[config.mk]
export PLATFORM = sky130hd
export DESIGN_NAME = ram_cache_sa
export DESIGN_NICKNAME = d
export VERILOG_FILES = /design/src/rtl/ram_cache_sa.sv
export SDC_FILE = /design/constraint.sdc
export NUM_CORES = 1
export LEC_CHECK = 0
export ABC_AREA = 1
export BUFFER_PORTS_ARGS = -buffer_cell sky130_fd_sc_hd__buf_4
export CORE_AREA = 2 2 126 128
export CTS_CLUSTER_SIZE = 28
export DETAILED_ROUTE_END_ITERATION = 6
export DIE_AREA = 0 0 128 130
export MAX_ROUTING_LAYER = met4
export PLACE_DENSITY = 0.84
export SLEW_MARGIN = 5
export SYNTH_ARGS = -nofsm -noshare
export SYNTH_HDL_FRONTEND = slang
export SYNTH_SLANG_ARGS = --single-unit
[constraint.sdc]
create_clock -name clk -period 8.8 [get_ports clk]
set_clock_uncertainty 0.15 [all_clocks]
set_input_delay 0.88 -clock clk [delete_from_list [all_inputs] [get_ports clk]]
set_output_delay 0.88 -clock clk [all_outputs]
set_load 0.01 [all_outputs]
[src/rtl/ram_cache_sa.sv]
// Set-associative (1/2-way) write-through, write-allocate word cache between CPU and data RAM.
// Optional read hit/miss counters are enabled by defining RAM_CACHE_STATS_EN.
//
// state | meaning
// IDLE  | serving CPU requests; reads hit combinationally, writes pass straight to RAM
// WAIT  | read miss issued, counting down the RAM read latency
// FILL  | RAM data valid, install it into the victim way
module ram_cache_sa #(
    parameter int DATA_WIDTH         = 16,
    parameter int RAM_REGISTER_COUNT = 1024,
    parameter int CACHE_SETS         = 4,
    parameter int WAYS               = 2,
    parameter int RAM_READ_LATENCY   = 1,
    localparam int ADDR_W            = $clog2(RAM_REGISTER_COUNT),
    localparam int IDX_W             = $clog2(CACHE_SETS),
    localparam int TAG_W             = ADDR_W - IDX_W
) (
    input  logic                  clk,
    input  logic                  reset,
    output logic [DATA_WIDTH-1:0] cpu_in_m,
    input  logic [DATA_WIDTH-1:0] cpu_out_m,
    input  logic                  cpu_write_m,
    input  logic                  cpu_read_m,
    input  logic [ADDR_W-1:0]     cpu_data_addr,
    output logic                  cpu_stall,
    input  logic                  flush,
    input  logic [DATA_WIDTH-1:0] ram_in_m,
    output logic [DATA_WIDTH-1:0] ram_out_m,
    output logic                  ram_write_m,
    output logic                  ram_read_m,
    output logic [ADDR_W-1:0]     ram_data_addr
`ifdef RAM_CACHE_STATS_EN
    ,
    output logic [31:0]           hit_count,
    output logic [31:0]           miss_count
`endif
);

    generate
        if (WAYS != 1 && WAYS != 2) begin : g_bad_ways
            $error("ram_cache_sa: WAYS must be 1 or 2");
        end
        if (CACHE_SETS < 2 || (CACHE_SETS & (CACHE_SETS - 1)) != 0) begin : g_bad_sets
            $error("ram_cache_sa: CACHE_SETS must be a power of 2 and at least 2");
        end
        if (RAM_READ_LATENCY < 1 || RAM_READ_LATENCY > 15) begin : g_bad_lat
            $error("ram_cache_sa: RAM_READ_LATENCY must be 1..15");
        end
    endgenerate

    typedef enum logic [1:0] {IDLE, WAIT, FILL} state_t;

    localparam logic [3:0] LAT_LOAD = 4'(RAM_READ_LATENCY - 1);

    state_t                  state_q;
    logic [CACHE_SETS-1:0]   valid_q [WAYS];
    logic [TAG_W-1:0]        tag_q   [WAYS][CACHE_SETS];
    logic [DATA_WIDTH-1:0]   data_q  [WAYS][CACHE_SETS];
    logic [CACHE_SETS-1:0]   lru_q;
    logic [ADDR_W-1:0]       miss_addr_q;
    logic [3:0]              cnt_q;
    logic                    flush_pend_q;

    logic [IDX_W-1:0]        cpu_idx, miss_idx;
    logic [TAG_W-1:0]        cpu_tag, miss_tag;
    logic [WAYS-1:0]         hit_vec, set_valid, fill_valid;
    logic                    hit, hit_way, cpu_victim, fill_victim, acc_way;
    logic                    idle_write, idle_rd_hit, idle_rd_miss;

    assign cpu_idx  = cpu_data_addr[IDX_W-1:0];
    assign cpu_tag  = cpu_data_addr[ADDR_W-1:IDX_W];
    assign miss_idx = miss_addr_q[IDX_W-1:0];
    assign miss_tag = miss_addr_q[ADDR_W-1:IDX_W];

    // Victim: lowest invalid way, otherwise the way the LRU bit points at.
    function automatic logic pick_victim(input logic [WAYS-1:0] vld, input logic lru);
        logic v;
        v = (WAYS == 2) ? lru : 1'b0;
        for (int w = WAYS - 1; w >= 0; w--) begin
            if (!vld[w]) v = 1'(w);
        end
        return v;
    endfunction

    // A same-cycle flush makes the indexed set look empty, so accesses miss and allocate way 0.
    always_comb begin
        hit_vec    = '0;
        set_valid  = '0;
        fill_valid = '0;
        hit_way    = 1'b0;
        for (int w = 0; w < WAYS; w++) begin
            set_valid[w]  = valid_q[w][cpu_idx] && !flush;
            hit_vec[w]    = set_valid[w] && (tag_q[w][cpu_idx] == cpu_tag);
            fill_valid[w] = valid_q[w][miss_idx];
        end
        for (int w = 0; w < WAYS; w++) begin
            if (hit_vec[w]) hit_way = 1'(w);
        end
        hit         = |hit_vec;
        cpu_victim  = pick_victim(set_valid, lru_q[cpu_idx]);
        fill_victim = pick_victim(fill_valid, lru_q[miss_idx]);
        acc_way     = hit ? hit_way : cpu_victim;
    end

    assign idle_write   = !reset && (state_q == IDLE) && cpu_write_m;
    assign idle_rd_hit  = !reset && (state_q == IDLE) && cpu_read_m && !cpu_write_m && hit;
    assign idle_rd_miss = !reset && (state_q == IDLE) && cpu_read_m && !cpu_write_m && !hit;

    always_comb begin
        cpu_in_m      = '0;
        cpu_stall     = 1'b0;
        ram_read_m    = 1'b0;
        ram_write_m   = 1'b0;
        ram_out_m     = cpu_out_m;
        ram_data_addr = cpu_data_addr;
        if (!reset) begin
            case (state_q)
                IDLE: begin
                    ram_write_m = cpu_write_m;
                    if (cpu_write_m) begin
                        if (cpu_read_m) cpu_in_m = cpu_out_m;
                    end else if (cpu_read_m) begin
                        if (hit) begin
                            cpu_in_m = data_q[hit_way][cpu_idx];
                        end else begin
                            cpu_stall  = 1'b1;
                            ram_read_m = 1'b1;
                        end
                    end
                end
                WAIT, FILL: begin
                    cpu_stall     = 1'b1;
                    ram_data_addr = miss_addr_q;
                end
                default: ;
            endcase
        end
    end

    // Line storage carries no reset; valid bits decide what is meaningful.
    always_ff @(posedge clk) begin
        if (idle_write) begin
            data_q[acc_way][cpu_idx] <= cpu_out_m;
            tag_q[acc_way][cpu_idx]  <= cpu_tag;
        end else if (!reset && state_q == FILL) begin
            data_q[fill_victim][miss_idx] <= ram_in_m;
            tag_q[fill_victim][miss_idx]  <= miss_tag;
        end
    end

    always_ff @(posedge clk) begin
        if (reset) begin
            state_q      <= IDLE;
            lru_q        <= '0;
            miss_addr_q  <= '0;
            cnt_q        <= '0;
            flush_pend_q <= 1'b0;
            for (int w = 0; w < WAYS; w++) valid_q[w] <= '0;
        end else begin
            case (state_q)
                IDLE: begin
                    flush_pend_q <= 1'b0;
                    if (flush) begin
                        for (int w = 0; w < WAYS; w++) valid_q[w] <= '0;
                    end
                    if (cpu_write_m) begin
                        valid_q[acc_way][cpu_idx] <= 1'b1;
                        lru_q[cpu_idx]            <= ~acc_way;
                    end else if (cpu_read_m) begin
                        if (hit) begin
                            lru_q[cpu_idx] <= ~hit_way;
                        end else begin
                            miss_addr_q <= cpu_data_addr;
                            cnt_q       <= LAT_LOAD;
                            state_q     <= (LAT_LOAD == 4'd0) ? FILL : WAIT;
                        end
                    end
                end
                WAIT: begin
                    if (flush) flush_pend_q <= 1'b1;
                    cnt_q <= cnt_q - 4'd1;
                    if (cnt_q == 4'd1) state_q <= FILL;
                end
                FILL: begin
                    // A flush seen during the miss wipes the set state, including the new line.
                    if (flush || flush_pend_q) begin
                        for (int w = 0; w < WAYS; w++) valid_q[w] <= '0;
                    end else begin
                        valid_q[fill_victim][miss_idx] <= 1'b1;
                        lru_q[miss_idx]                <= ~fill_victim;
                    end
                    flush_pend_q <= 1'b0;
                    state_q      <= IDLE;
                end
                default: state_q <= IDLE;
            endcase
        end
    end

`ifdef RAM_CACHE_STATS_EN
    logic retry_q;

    // The IDLE cycle right after a fill is the stalled request retrying, not a new request.
    always_ff @(posedge clk) begin
        if (reset) begin
            retry_q    <= 1'b0;
            hit_count  <= '0;
            miss_count <= '0;
        end else begin
            retry_q <= (state_q == FILL);
            if (idle_rd_hit && !retry_q && hit_count != '1) hit_count <= hit_count + 32'd1;
            if (idle_rd_miss && !retry_q && miss_count != '1) miss_count <= miss_count + 32'd1;
        end
    end
`endif

endmodule

== Yosys cells after proc, flatten, opt, wreduce, memory -nomap -nowiden ==
Memories as Yosys holds them, arrays and structs flattened.
Index checks and enable logic that the tools add are counted.
Storage, ports and cells
  register bits: 21
  memories kept: 3
  output and inout bits: 45
  memory bits (writable): 200
  input port bits: 47
  logic and storage cells: 183
Cells by class
  mux-type cells: 113
  add/subtract/negate cells: 1
  equality and inequality tests: 13
  bitwise gates (word level): 11
  reduce and logical (&&, ||, !) cells: 29
  magnitude comparators: 8
Memory list
  data_q: words 2, bits a word 64, rd ports 1, clocked after Yosys merged registers in 0, wr ports 1, line 58  | logic [DATA_WIDTH-1:0] data_q [WAYS][CACHE_SETS];
  tag_q: words 2, bits a word 32, rd ports 2, clocked after Yosys merged registers in 0, wr ports 1, line 57  | logic [TAG_W-1:0] tag_q [WAYS][CACHE_SETS];
  valid_q: words 2, bits a word 4, rd ports 2, clocked after Yosys merged registers in 0, wr ports 3, line 56  | logic [CACHE_SETS-1:0] valid_q [WAYS];
Operators by type and width (count)
  two-way mux 64 bit: 4
  two-way mux 16 bit: 10
  two-way mux 32 bit: 4
  demux 16 bit (select 2 bit): 2
  OR reduction 64 bit: 1
  two-way mux 4 bit: 15
  two-way mux 8 bit: 6
  two-way mux 1 bit: 45
  binary-select mux 16 bit (select 2 bit): 1
  binary-select mux 8 bit (select 2 bit): 2
  demux 8 bit (select 2 bit): 2
  OR reduction 32 bit: 1
  two-way mux 10 bit: 2
  equality test 8 bit: 2
  case mux 4 bit (2 select lines): 2
  AND reduction 4 bit: 4
  binary-select mux 1 bit (select 2 bit): 6
  bitwise mux 4 bit: 3
  != test 2 bit (second input constant): 6
  logical AND 1 bit: 11
  two-way mux 2 bit: 4
  greater-or-equal comparator 3 bit (second input constant): 2
  < comparator 2 x 3 -> 1 bit (second input constant): 2
  < comparator 3 x 1 -> 1 bit (second input constant): 2
  other kinds (19): 36

== Longest topological paths before layout ==
Gate-level depths: netlist (run 1).
An unclocked memory read counts as a cell.
  depth after elaboration: 16
  gate-level depth with buffers: 20
  gate-level depth less buffers: 18

== Least setup slack after synthesis (run 1) ==
Ideal clock, no wire load.
  kind: input -> register
  start: input cpu_data_addr[0]
  end: memory data_q[1][0] (netlist bit), enable pin
  stages on the path: 14
  required time: 8237 ps
  path slack: 4781 ps
  buffers on the path: 2
  arrival time: 3456 ps
  cells stage by stage: buf_2 > buf_6 > nor2_2 > nand2_1 > nand2_1 > nor2_1 > nor2_4 > nand2_2 > nor2_2 > nand3_1 > nor2_1 > a21oi_1 > or2_4 > a21oi_1
On the way
  cells in the longest elaborated chain, start to end: 9
RTL lines
  from (decl): line 24  | input logic [ADDR_W-1:0] cpu_data_addr,
  NOT 2 -> 3 bit (implied by the code): line 93, 143
  binary-select mux 8 bit (select 2 bit): line 93  | hit_vec[w] = set_valid[w] && (tag_q[w][cpu_idx] == cpu_tag);
  two-way mux 8 bit (implied by the code) (2 in a row): line 93
  equality test 8 bit: line 93
  logical AND 1 bit: line 93
  two-way mux 1 bit / OR reduction 2 bit (equally long branches): line 97, 99
  two-way mux 1 bit: line 102  | acc_way = hit ? hit_way : cpu_victim;
  two-way mux 1 bit (no line)
  to (decl): line 58
Parallel ways exist; a longest one is shown, timed or not. The select of a mux whose other input is x is not followed.

== Worst setup path in the final report (run 1) ==
  start: input cpu_data_addr[0]
  end: output ram_read_m
On the way
  cells in the longest elaborated chain, start to end: 12
RTL lines
  NOT 2 -> 3 bit (implied by the code): line 93
  binary-select mux 8 bit (select 2 bit): line 93
  two-way mux 8 bit (implied by the code) (2 in a row): line 93
  equality test 8 bit: line 93
  logical AND 1 bit: line 93
  OR reduction 2 bit (*): line 99  | hit = |hit_vec;
  two-way mux 1 bit (*): line 123  | if (hit) begin
  two-way mux 1 bit (*): line 122  | end else if (cpu_read_m) begin
  two-way mux 1 bit (*): line 120  | if (cpu_write_m) begin
  two-way mux 1 bit (*): line 117  | case (state_q)
  two-way mux 1 bit (*): line 116  | if (!reset) begin
  to (decl): line 30  | output logic ram_read_m,
Every way passes the cells marked *; elsewhere a longest branch is shown, timed or not. The select of a mux whose other input is x is not followed.

==> flow_summary_export.csv, run 1 <==
group,metric,value,unit
placement,place_worst_setup_slack,4020,ps
die,initial_core_util,0.619,
global_route,overflow,0,
cells_and_area,fin_cells,1207,
die,die_h,130,um
global_route,grt_pass1_vias,6857,
synthesis,synthTopCellsByArea,"edfxtp_1, nand2_1, dfxtp_1",
synthesis,yosysSeqAreaShare,0.652,
synthesis,synthFlopType,"edfxtp_1",
clocking,clk_pin_slew,60,ps
cells_and_area,seqCellArea,0.00623,mm2
synthesis,synth.most_common_cell,"nand2_1",
pwr,power_density,204,mW/mm2
placement,place_inst,1167,
die,placementRows,46,
detailed_routing,ant_nets,0,
clocking,postCtsSetupBuffers,0,
critical_path,worstPathRequired,7770,ps
critical_path,crit_arrival,3790,ps
sta,slew_headroom,0.222,
detailed_routing,route.detailed.wl_per_inst,20.0,um
synthesis,synth_edf_count,192,
detailed_routing,vias,7321,
cells_and_area,drive_gt1_frac,0.163,
cells_and_area,multi_input_area,0.00283,mm2
sta,rsz0062_at_grt,"no",
clocking,clkSinkCount,215,
synthesis,syn_inst,935,
synthesis,avgSynthCellArea,10.2,um2
detailed_routing,drc_errors,0,
detailed_routing,via_per_inst,6.07,
synthesis,ys_async_sr_fraction,0,
flow_run,max-cap-violations,0,
sta,setup_slack,3980,ps
critical_path,end_kind,"output port",
global_route,grt_pass1_wl,36600,um
die,pin_count,92,
clocking,cts_tree,"yes",
sta,drv_slew,0,
worst_hold_path,hold_class,"register to register",
sta,fmax,0.208,GHz
synthesis,synth-seq-cells,215,
critical_path,critPathMaxFanout,41,
clocking,h-tree-depth,1,
synthesis,synth_top_area_frac,0.604,
synthesis,syn-num-nets,982,
clocking,clock_latency,520,ps
placement,place_congestion,0.942,
synthesis,ys_warn_count,0,
cells_and_area,finish.utilization,0.710,
critical_path,path_class,"input port to output port",
clocking,cts_made_buffers,23,
detailed_routing,drt_wl_total,24100,um
detailed_routing,dr.first_iter.drc_count,678,
clocking,ctsResizeCount,0,
sta,finalHoldViolations,0,
placement,hpwlAfterDp,14100,um
sta,worst_pin_slew,1160,ps
pwr,peakVddDrop,0.171,mV
detailed_routing,firstDrtPassIters,5,
die,coreArea,0.0154,mm2
synthesis,yosys-top-cells-count,"nand2_1, edfxtp_1, o22ai_1",
global_route,grt_use_total,0.298,
cells_and_area,n_antenna_cell,0,
pwr,power_leakage,0.00421,uW
clocking,cts_hold_buf,0,
die,die_x,128,um
synthesis,synth_top_area_cell,"edfxtp_1",
die,fp.dieArea,0.0166,mm2
synthesis,syn-cell-area,0.00955,mm2
sta,setup_viol,0,
clocking,clockBufferDepth,3,
sta,fin_setup_tns,0,ps
clocking,root_buffer,"clkbuf_16",
global_route,antenna_found_initial,0,
cells_and_area,final_nets,1047,
placement,port_buffers,91,
run_status,status,"finished clean",
cells_and_area,n_fill_cell,1116,
critical_path,critPathLaunchType,"input port",
cells_and_area,syn_to_final_growth,14.8,%
global_route,grt_max_degree,50,
sta,min_period_over_period,0.547,
sta,fin_crit,4820,ps
synthesis,yosysUniqueCellTypes,31,
==> per-stage QoR <==
step / hold WS (ps) / area [um2] / total power (uW)
final: 317 / 11000 / 2230
after global routing: 331 / 11000 / 2300
after CTS: 312 / 11000 / 2240
after detailed placement: 302 / 10200 / 1340
after global placement: 300 / 10200 / 1340
after floorplan: 290 / 9550 / 1280
==> power breakdown <==
| group | internal (uW) | switching [uW] |
|---|---|---|
| combinational | 60.5 | 123 |
| sequential | 1130 | 7.28 |
| clock | 514 | 395 |
==> per-layer routing <==
| metal | vias up | routed length (um) | GRT usage | share of wire |
|---|---|---|---|---|
| li1 | 3406 | - | - | - |
| met1 | 3472 | 9740 | 0.389 | 0.40 |
| met2 | 388 | 11600 | 0.478 | 0.48 |
| met3 | 55 | 2080 | 0.0496 | 0.086 |
| met4 | 0 | 717 | 0.111 | 0.030 |
| met5 | - | 0 | - | 0 |
==> registers in the layout (all words and copies together) (netlist names) <==
name,flops
data_q,128
lru_q,4
miss_addr_q,10
state_q,1
tag_q,64
valid_q,8
==> logic make-up (layout without fill, tap and decap cells) <==
logic type,count (synthesis),in the layout,share of synthesized area
DFF,215,215,0.652
AOI/OAI and AO/OA,179,179,0.105
and+or+nand+nor,430,430,0.187
buffers and inverters,111,191,0.0553
==> final timing paths <==
kind	cells past startpoint	end	from	slack, ps
worst max-delay path	17	ram_read_m	cpu_data_addr[0]	3980
worst min-delay path	2	miss_addr_q[9]	miss_addr_q[9]	320
worst min register to register	2	miss_addr_q[9]	miss_addr_q[9]	320
worst max register to register	8	data_q[0][58]	state_q[1]	5250
==> area by class of cell <==
| type | instances | area share |
|---|---|---|
| flip-flops and latches | 215 | 0.568 |
| well taps | 192 | 0.0219 |
| multi-input cells | 609 | 0.258 |
| clock buffers | 26 | 0.0536 |
| repair buffers | 103 | 0.0706 |
| inverters | 48 | 0.0164 |
| clock inverters | 14 | 0.0111 |
==> placed cells by master (no fill, tap or decap) <==
cell / instances
inv_1: 43
nand2_1: 291
inv_2: 4
clkinv_2: 4
clkbuf_16: 23
buf_4: 103
nand2_4: 1
inv_6: 1
nor3_2: 1
o21bai_1: 1
nor2_1: 36
nor2_4: 2
inv_16: 1
clkinv_1: 4
nor2_2: 10
o2111ai_1: 1
clkinvlp_4: 3
a21oi_2: 5
o22ai_1: 71
clkbuf_1: 3
o21ai_2: 1
nand3b_1: 2
or2_4: 1
a21oi_1: 35
nand3_1: 43
nor3_1: 39
dfxtp_1: 23
o21ai_0: 46
a22oi_1: 3
edfxtp_1: 192
nand4_4: 1
bufinv_16: 1
nand2_2: 2
clkinv_4: 1
o21ai_1: 16
nand4_1: 1
==> critical path, cell delays in order <==
cell and delay (ps):
buf_4 260, inv_2 500, nand2_1 160, nand2_1 90, nand2_1 60, nand2_1 80, nand2_1 40, nand2_1 60
inv_1 70, nand3b_1 80, nor2_1 50, nand3b_1 70, nand2_1 50, nor2_1 570, nand2_1 450, nor2_1 180
buf_4 140
Power figures use the tool's default switching activity.
==> run 2, diff against run 1 <==
--- a/config.mk
+++ b/config.mk
@@ -7,12 +7,12 @@
 export LEC_CHECK = 0
 export ABC_AREA = 1
 export BUFFER_PORTS_ARGS = -buffer_cell sky130_fd_sc_hd__buf_4
-export CORE_AREA = 2 2 126 128
+export CORE_AREA = 2 2 138 140
 export CTS_CLUSTER_SIZE = 28
 export DETAILED_ROUTE_END_ITERATION = 6
-export DIE_AREA = 0 0 128 130
+export DIE_AREA = 0 0 140 142
 export MAX_ROUTING_LAYER = met4
-export PLACE_DENSITY = 0.84
+export PLACE_DENSITY = 0.74
 export SLEW_MARGIN = 5
 export SYNTH_ARGS = -nofsm -noshare
 export SYNTH_HDL_FRONTEND = slang
==> constraint.sdc (replaced) <==
create_clock -name clk -period 3.9 [get_ports clk]
set_clock_uncertainty 0.15 [all_clocks]
set_input_delay 0.39 -clock clk [delete_from_list [all_inputs] [get_ports clk]]
set_output_delay 0.39 -clock clk [all_outputs]
set_load 0.01 [all_outputs]
==> flow_summary_export.csv, run 2 (synthesis results as in run 1) <==
group,metric,value,unit
critical_path,critPathTopFamily,"buffers and inverters",
detailed_routing,drt_wl_total,24100,um
run_status,status,"finished, violations left",
die,placementRows,50,
sta,fmax,0.292,GHz
clocking,cts_made_buffers,23,
critical_path,critPathLaunchType,"input port",
critical_path,critPathMaxFanout,33,
flow_run,max-cap-violations,0,
cells_and_area,final_nets,1065,
critical_path,crit_top_cell,"nand2_1",
sta,fin_hold_ws,38.7,ps
cells_and_area,final_cell_mix,"nand2_1, edfxtp_1, buf_4",
global_route,grt_pass1_wl,37500,um
sta,drv_slew,0,
clocking,cts_hold_buf,0,
pwr,power.share.clock,0.413,
sta,worst_pin_slew,1040,ps
global_route,overflow,0,
clocking,postCtsSetupBuffers,0,
detailed_routing,ant_nets,0,
sta,fin_setup_tns,0,ps
cells_and_area,syn_to_final_growth,17.2,%
critical_path,slowest_delay,440,ps
clocking,clk_pin_slew,60,ps
pwr,peakVddDrop,0.340,mV
critical_path,path_class,"input port to output port",
placement,port_buffers,91,
sta,rsz0062_at_grt,"no",
clocking,ctsResizeCount,0,
critical_path,worstPathRequired,3360,ps
cells_and_area,n_antenna_cell,0,
sta,setup_viol,0,
die,initial_core_util,0.517,
critical_path,cpMaxStageDelayCell,"inv_2",
worst_hold_path,hold_class,"input port to register",
detailed_routing,route.detailed.wl_per_inst,19.0,um
pwr,pwr-share-comb,0.084,
die,die_x,140,um
detailed_routing,via_per_inst,5.74,
sta,finalHoldViolations,0,
die,pin_count,92,
cells_and_area,largest_reg_flops,128,
pwr,seqPwrFrac,0.503,
detailed_routing,vias,7273,
die,die_h,142,um
sta,setup_slack,469,ps
global_route,grt_use_total,0.249,
pwr,power_density,457,mW/mm2
pwr,p_int,3930,uW
global_route,grt_pass1_vias,6964,
critical_path,path_cells,"buf_4 > inv_2 > nand2_1 > nand2_1 > nand2_1 > nand2_1 > nand2_1 > nand2_1 > nand2_1 > nor2_2 > inv_1 > nor2_1 > buf_4 > nor3_1 > o21ai_1 > a21oi_1 > buf_4",
die,fp.dieArea,0.0199,mm2
cells_and_area,n_fill_cell,1473,
placement,place_worst_setup_slack,509,ps
detailed_routing,firstDrtPassIters,7,
clocking,clkSinkCount,215,
clocking,root_buffer,"clkbuf_16",
global_route,antenna_found_initial,0,
cells_and_area,drive_gt1_frac,0.172,
detailed_routing,dr.first_iter.drc_count,847,
pwr,power,5110,uW
critical_path,end_kind,"output port",
cells_and_area,finish.utilization,0.606,
cells_and_area,top_regs,"data_q x128, tag_q x64, miss_addr_q x10",
pwr,p_sw_frac,0.232,
placement,hpwlAfterDp,15300,um
sta,min_period_over_period,0.880,
placement,place_congestion,0.945,
critical_path,critPathBufInv,5,
clocking,cts_tree,"yes",
pwr,power_leakage,0.00431,uW
detailed_routing,drc_errors,4,
pwr,power.switching,1190,uW
sta,fin_crit,3430,ps
clocking,clock_latency,520,ps
sta,slew_headroom,0.299,
clocking,h-tree-depth,1,
clocking,clockBufferDepth,3,
global_route,grt_max_degree,49,
die,coreArea,0.0185,mm2
run_status,violations,"DRC",
cells_and_area,regMostFlops,"data_q",
cells_and_area,layout_commonest_cell,"nand2_1",
critical_path,crit_arrival,2890,ps
run 2: cell count changes in the layout (fill, tap and decap cells not counted), moves of 2 or more:
cell,before,now
clkinv_1,4,6
buf_4,103,118
buf_12,0,3
clkinv_2,4,2
clkinvlp_4,3,1
clkbuf_1,3,6
run 2: metrics by stage:
stage | instance area, um2 | cells
finish | 11200 | 1268
detailed placement | 10500 | 1227
CTS | 11200 | 1268
global placement | 10500 | 1227
floorplan | 9550 | 935
global route | 11200 | 1268
run 2: final cells by class:
type | count | area (um2) | share of cell area
flip-flops and latches | 215 | 6230 | 0.557
multi-input cells | 609 | 2820 | 0.253
repair buffers | 121 | 946 | 0.0846
clock buffers | 29 | 598 | 0.0535
well taps | 234 | 293 | 0.0262
inverters | 48 | 180 | 0.0161
clock inverters | 12 | 116 | 0.0104
run 2: final timing paths:
check,slack [ps],cells after the start,endpoint,startpoint
max,470,17,cpu_in_m[6],cpu_data_addr[0]
min,40,3,miss_addr_q[2],cpu_data_addr[2]
max reg2reg,1050,6,data_q[1][8],state_q[1]
min reg2reg,320,2,miss_addr_q[4],miss_addr_q[4]
run 2: power groups by stage:
stage / registers [uW] / clock network [uW] / logic [uW]
6_report: 2570 / 2110 / 427
5_1_grt: 2580 / 2200 / 471
4_1_cts: 2570 / 2130 / 425
3_5_place_dp: 2620 / 0 / 423
3_3_place_gp: 2620 / 0 / 413
2_1_floorplan: 2620 / 0 / 262
run 2: tightest hold or removal path, cell delays in order:
cell and delay [ps]:
buf_4 130, nand3_1 70, a21oi_1 60
run 2: per-layer routing:
layer	up-vias	part of all wire	global-route usage	wire length, um
met5	-	0	-	0
met3	51	0.090	0.0474	2180
met1	3437	0.42	0.326	10000
met2	355	0.47	0.398	11200
li1	3430	-	-	-
met4	0	0.027	0.0797	655
==> run 3, diff against run 2 <==
--- a/config.mk
+++ b/config.mk
@@ -7,12 +7,11 @@
 export LEC_CHECK = 0
 export ABC_AREA = 1
 export BUFFER_PORTS_ARGS = -buffer_cell sky130_fd_sc_hd__buf_4
-export CORE_AREA = 2 2 138 140
+export CORE_AREA = 2 2 160 162
 export CTS_CLUSTER_SIZE = 28
 export DETAILED_ROUTE_END_ITERATION = 6
-export DIE_AREA = 0 0 140 142
+export DIE_AREA = 0 0 162 164
 export MAX_ROUTING_LAYER = met4
-export PLACE_DENSITY = 0.74
 export SLEW_MARGIN = 5
 export SYNTH_ARGS = -nofsm -noshare
 export SYNTH_HDL_FRONTEND = slang
==> flow_summary_export.csv, run 3 (synthesis results as in run 1) <==
group,metric,value,unit
critical_path,critPathLaunchType,"input port",
cells_and_area,n_antenna_cell,0,
critical_path,ff2ff_path_depth,11,
detailed_routing,highest_layer,"met4",
die,placementRows,58,
placement,hpwlAfterDp,16300,um
detailed_routing,wl_met1,11700,um
worst_hold_path,hold_class,"input port to register",
sta,finalHoldViolations,0,
sta,fin_setup_tns,0,ps
worst_hold_path,holdPathStages,3,
global_route,grt_use_total,0.198,
sta,worst_pin_slew,873,ps
cells_and_area,final_cell_mix,"nand2_1, edfxtp_1, buf_4",
detailed_routing,wl_met2,11600,um
pwr,seqPwrFrac,0.498,
detailed_routing,dr.first_iter.drc_count,560,
sta,drv_slew,0,
sta,min_period_over_period,0.913,
pwr,power.share.clock,0.418,
detailed_routing,vias,7199,
placement,port_buffers,91,
clocking,ctsResizeCount,0,
critical_path,path_class,"input port to output port",
clocking,clk_pin_slew,60,ps
pwr,peakVddDrop,0.256,mV
cells_and_area,syn_to_final_growth,18.4,%
cells_and_area,layout_commonest_cell,"nand2_1",
placement,placed_area,0.0106,mm2
global_route,grt_pass1_vias,6903,
critical_path,worstPathRequired,3360,ps
cells_and_area,stdcell_area,0.0113,mm2
cells_and_area,seqCellArea,0.00623,mm2
sta,fmax,0.281,GHz
global_route,overflow,0,
die,initial_core_util,0.385,
die,fp.dieArea,0.0266,mm2
clocking,root_buffer,"clkbuf_16",
cells_and_area,final_nets,1066,
detailed_routing,route.detailed.wl_per_inst,18.7,um
clocking,clockBufferDepth,3,
sta,slew_headroom,0.412,
detailed_routing,drc_errors,0,
cells_and_area,regMostFlops,"data_q",
sta,setup_viol,0,
pwr,pwr-share-comb,0.083,
clocking,postCtsSetupBuffers,0,
critical_path,crit_arrival,3020,ps
run_status,status,"finished clean",
pwr,p_sw_frac,0.237,
detailed_routing,via_per_inst,5.28,
die,pin_count,92,
sta,rsz0062_at_grt,"no",
detailed_routing,firstDrtPassIters,5,
die,die_x,162,um
cells_and_area,top_regs,"data_q x128, tag_q x64, miss_addr_q x10",
die,coreArea,0.0248,mm2
pwr,power.switching,1220,uW
clocking,cts_tree,"yes",
global_route,grt_pass1_wl,39500,um
global_route,antenna_found_initial,0,
clocking,clock_latency,530,ps
clocking,h-tree-depth,1,
cells_and_area,largest_reg_flops,128,
sta,fin_crit,3560,ps
cells_and_area,drive_gt1_frac,0.179,
cells_and_area,n_fill_cell,2369,
detailed_routing,ant_nets,0,
critical_path,end_kind,"output port",
die,die_h,164,um
global_route,grt_max_degree,36,
pwr,power_leakage,0.00432,uW
clocking,clkSinkCount,215,
clocking,cts_hold_buf,0,
flow_run,max-cap-violations,0,
placement,place_congestion,0.878,
pwr,power_density,457,mW/mm2
detailed_routing,wl_met3,1600,um
detailed_routing,drt_wl_total,25500,um
clocking,cts_made_buffers,23,
pwr,p_int,3940,uW
critical_path,critPathMaxFanout,33,
critical_path,reg2reg_slack,930,ps
cells_and_area,multi_input_area,0.00283,mm2
-- run 3: cell count changes in the layout (fill, tap and decap cells not counted), moves of 2 or more --
| cell | previous run | this run |
|---|---|---|
| clkbuf_1 | 6 | 1 |
| buf_12 | 3 | 0 |
| buf_4 | 118 | 122 |
| clkinvlp_4 | 1 | 3 |
| clkinv_2 | 2 | 4 |
-- run 3: final cells by class --
| class | instances | share of cell area |
|---|---|---|
| flip-flops and latches | 215 | 0.551 |
| clock inverters | 15 | 0.0130 |
| multi-input cells | 609 | 0.250 |
| clock buffers | 25 | 0.0525 |
| well taps | 330 | 0.0365 |
| repair buffers | 122 | 0.0810 |
| inverters | 48 | 0.0159 |
-- run 3: final timing paths --
| check | end | start |
|---|---|---|
| setup / recovery | cpu_in_m[1] | cpu_data_addr[0] |
| hold reg to reg | miss_addr_q[9] | miss_addr_q[9] |
| setup reg to reg | tag_q[0][13] | miss_addr_q[1] |
| hold / removal | miss_addr_q[9] | cpu_data_addr[9] |
-- run 3: routing by layer --
layer / global-route usage / up-vias
met5: - / -
met4: 0.0515 / 0
met3: 0.0253 / 41
met2: 0.312 / 255
met1: 0.273 / 3477
li1: - / 3426
-- run 3: worst max-delay path, cell delays in order --
cell,delay [ps]
buf_4,190
inv_2,440
nand2_1,90
nand2_1,80
nand2_1,60
nand2_1,80
nand2_1,40
nand2_1,90
nand2_1,90
nor2_2,160
nand4_4,390
nor3_1,500
o21ai_1,120
a21oi_1,140
buf_4,130
-- run 3: per-stage QoR --
step / power [uW] / hold slack (ps) / worst slack, ps / utilization / std cells
after floorplan: 2880 / 290 / 371 / - / 935
after global placement: 3050 / 300 / 361 / 0.426 / 1324
after detailed placement: 3050 / 306 / 372 / 0.426 / 1324
after CTS: 5180 / 13.2 / 339 / 0.455 / 1364
after global routing: 5320 / 28.0 / 40.0 / 0.455 / 1364
final: 5160 / 25.5 / 338 / 0.455 / 1364
-- run 3: power by group through the flow --
stage / clock network [uW] / logic (uW) / registers [uW]
2_1_floorplan: 0 / 262 / 2620
3_3_place_gp: 0 / 428 / 2620
3_5_place_dp: 0 / 430 / 2620
6_report: 2160 / 431 / 2570
4_1_cts: 2180 / 432 / 2570
5_1_grt: 2270 / 477 / 2580
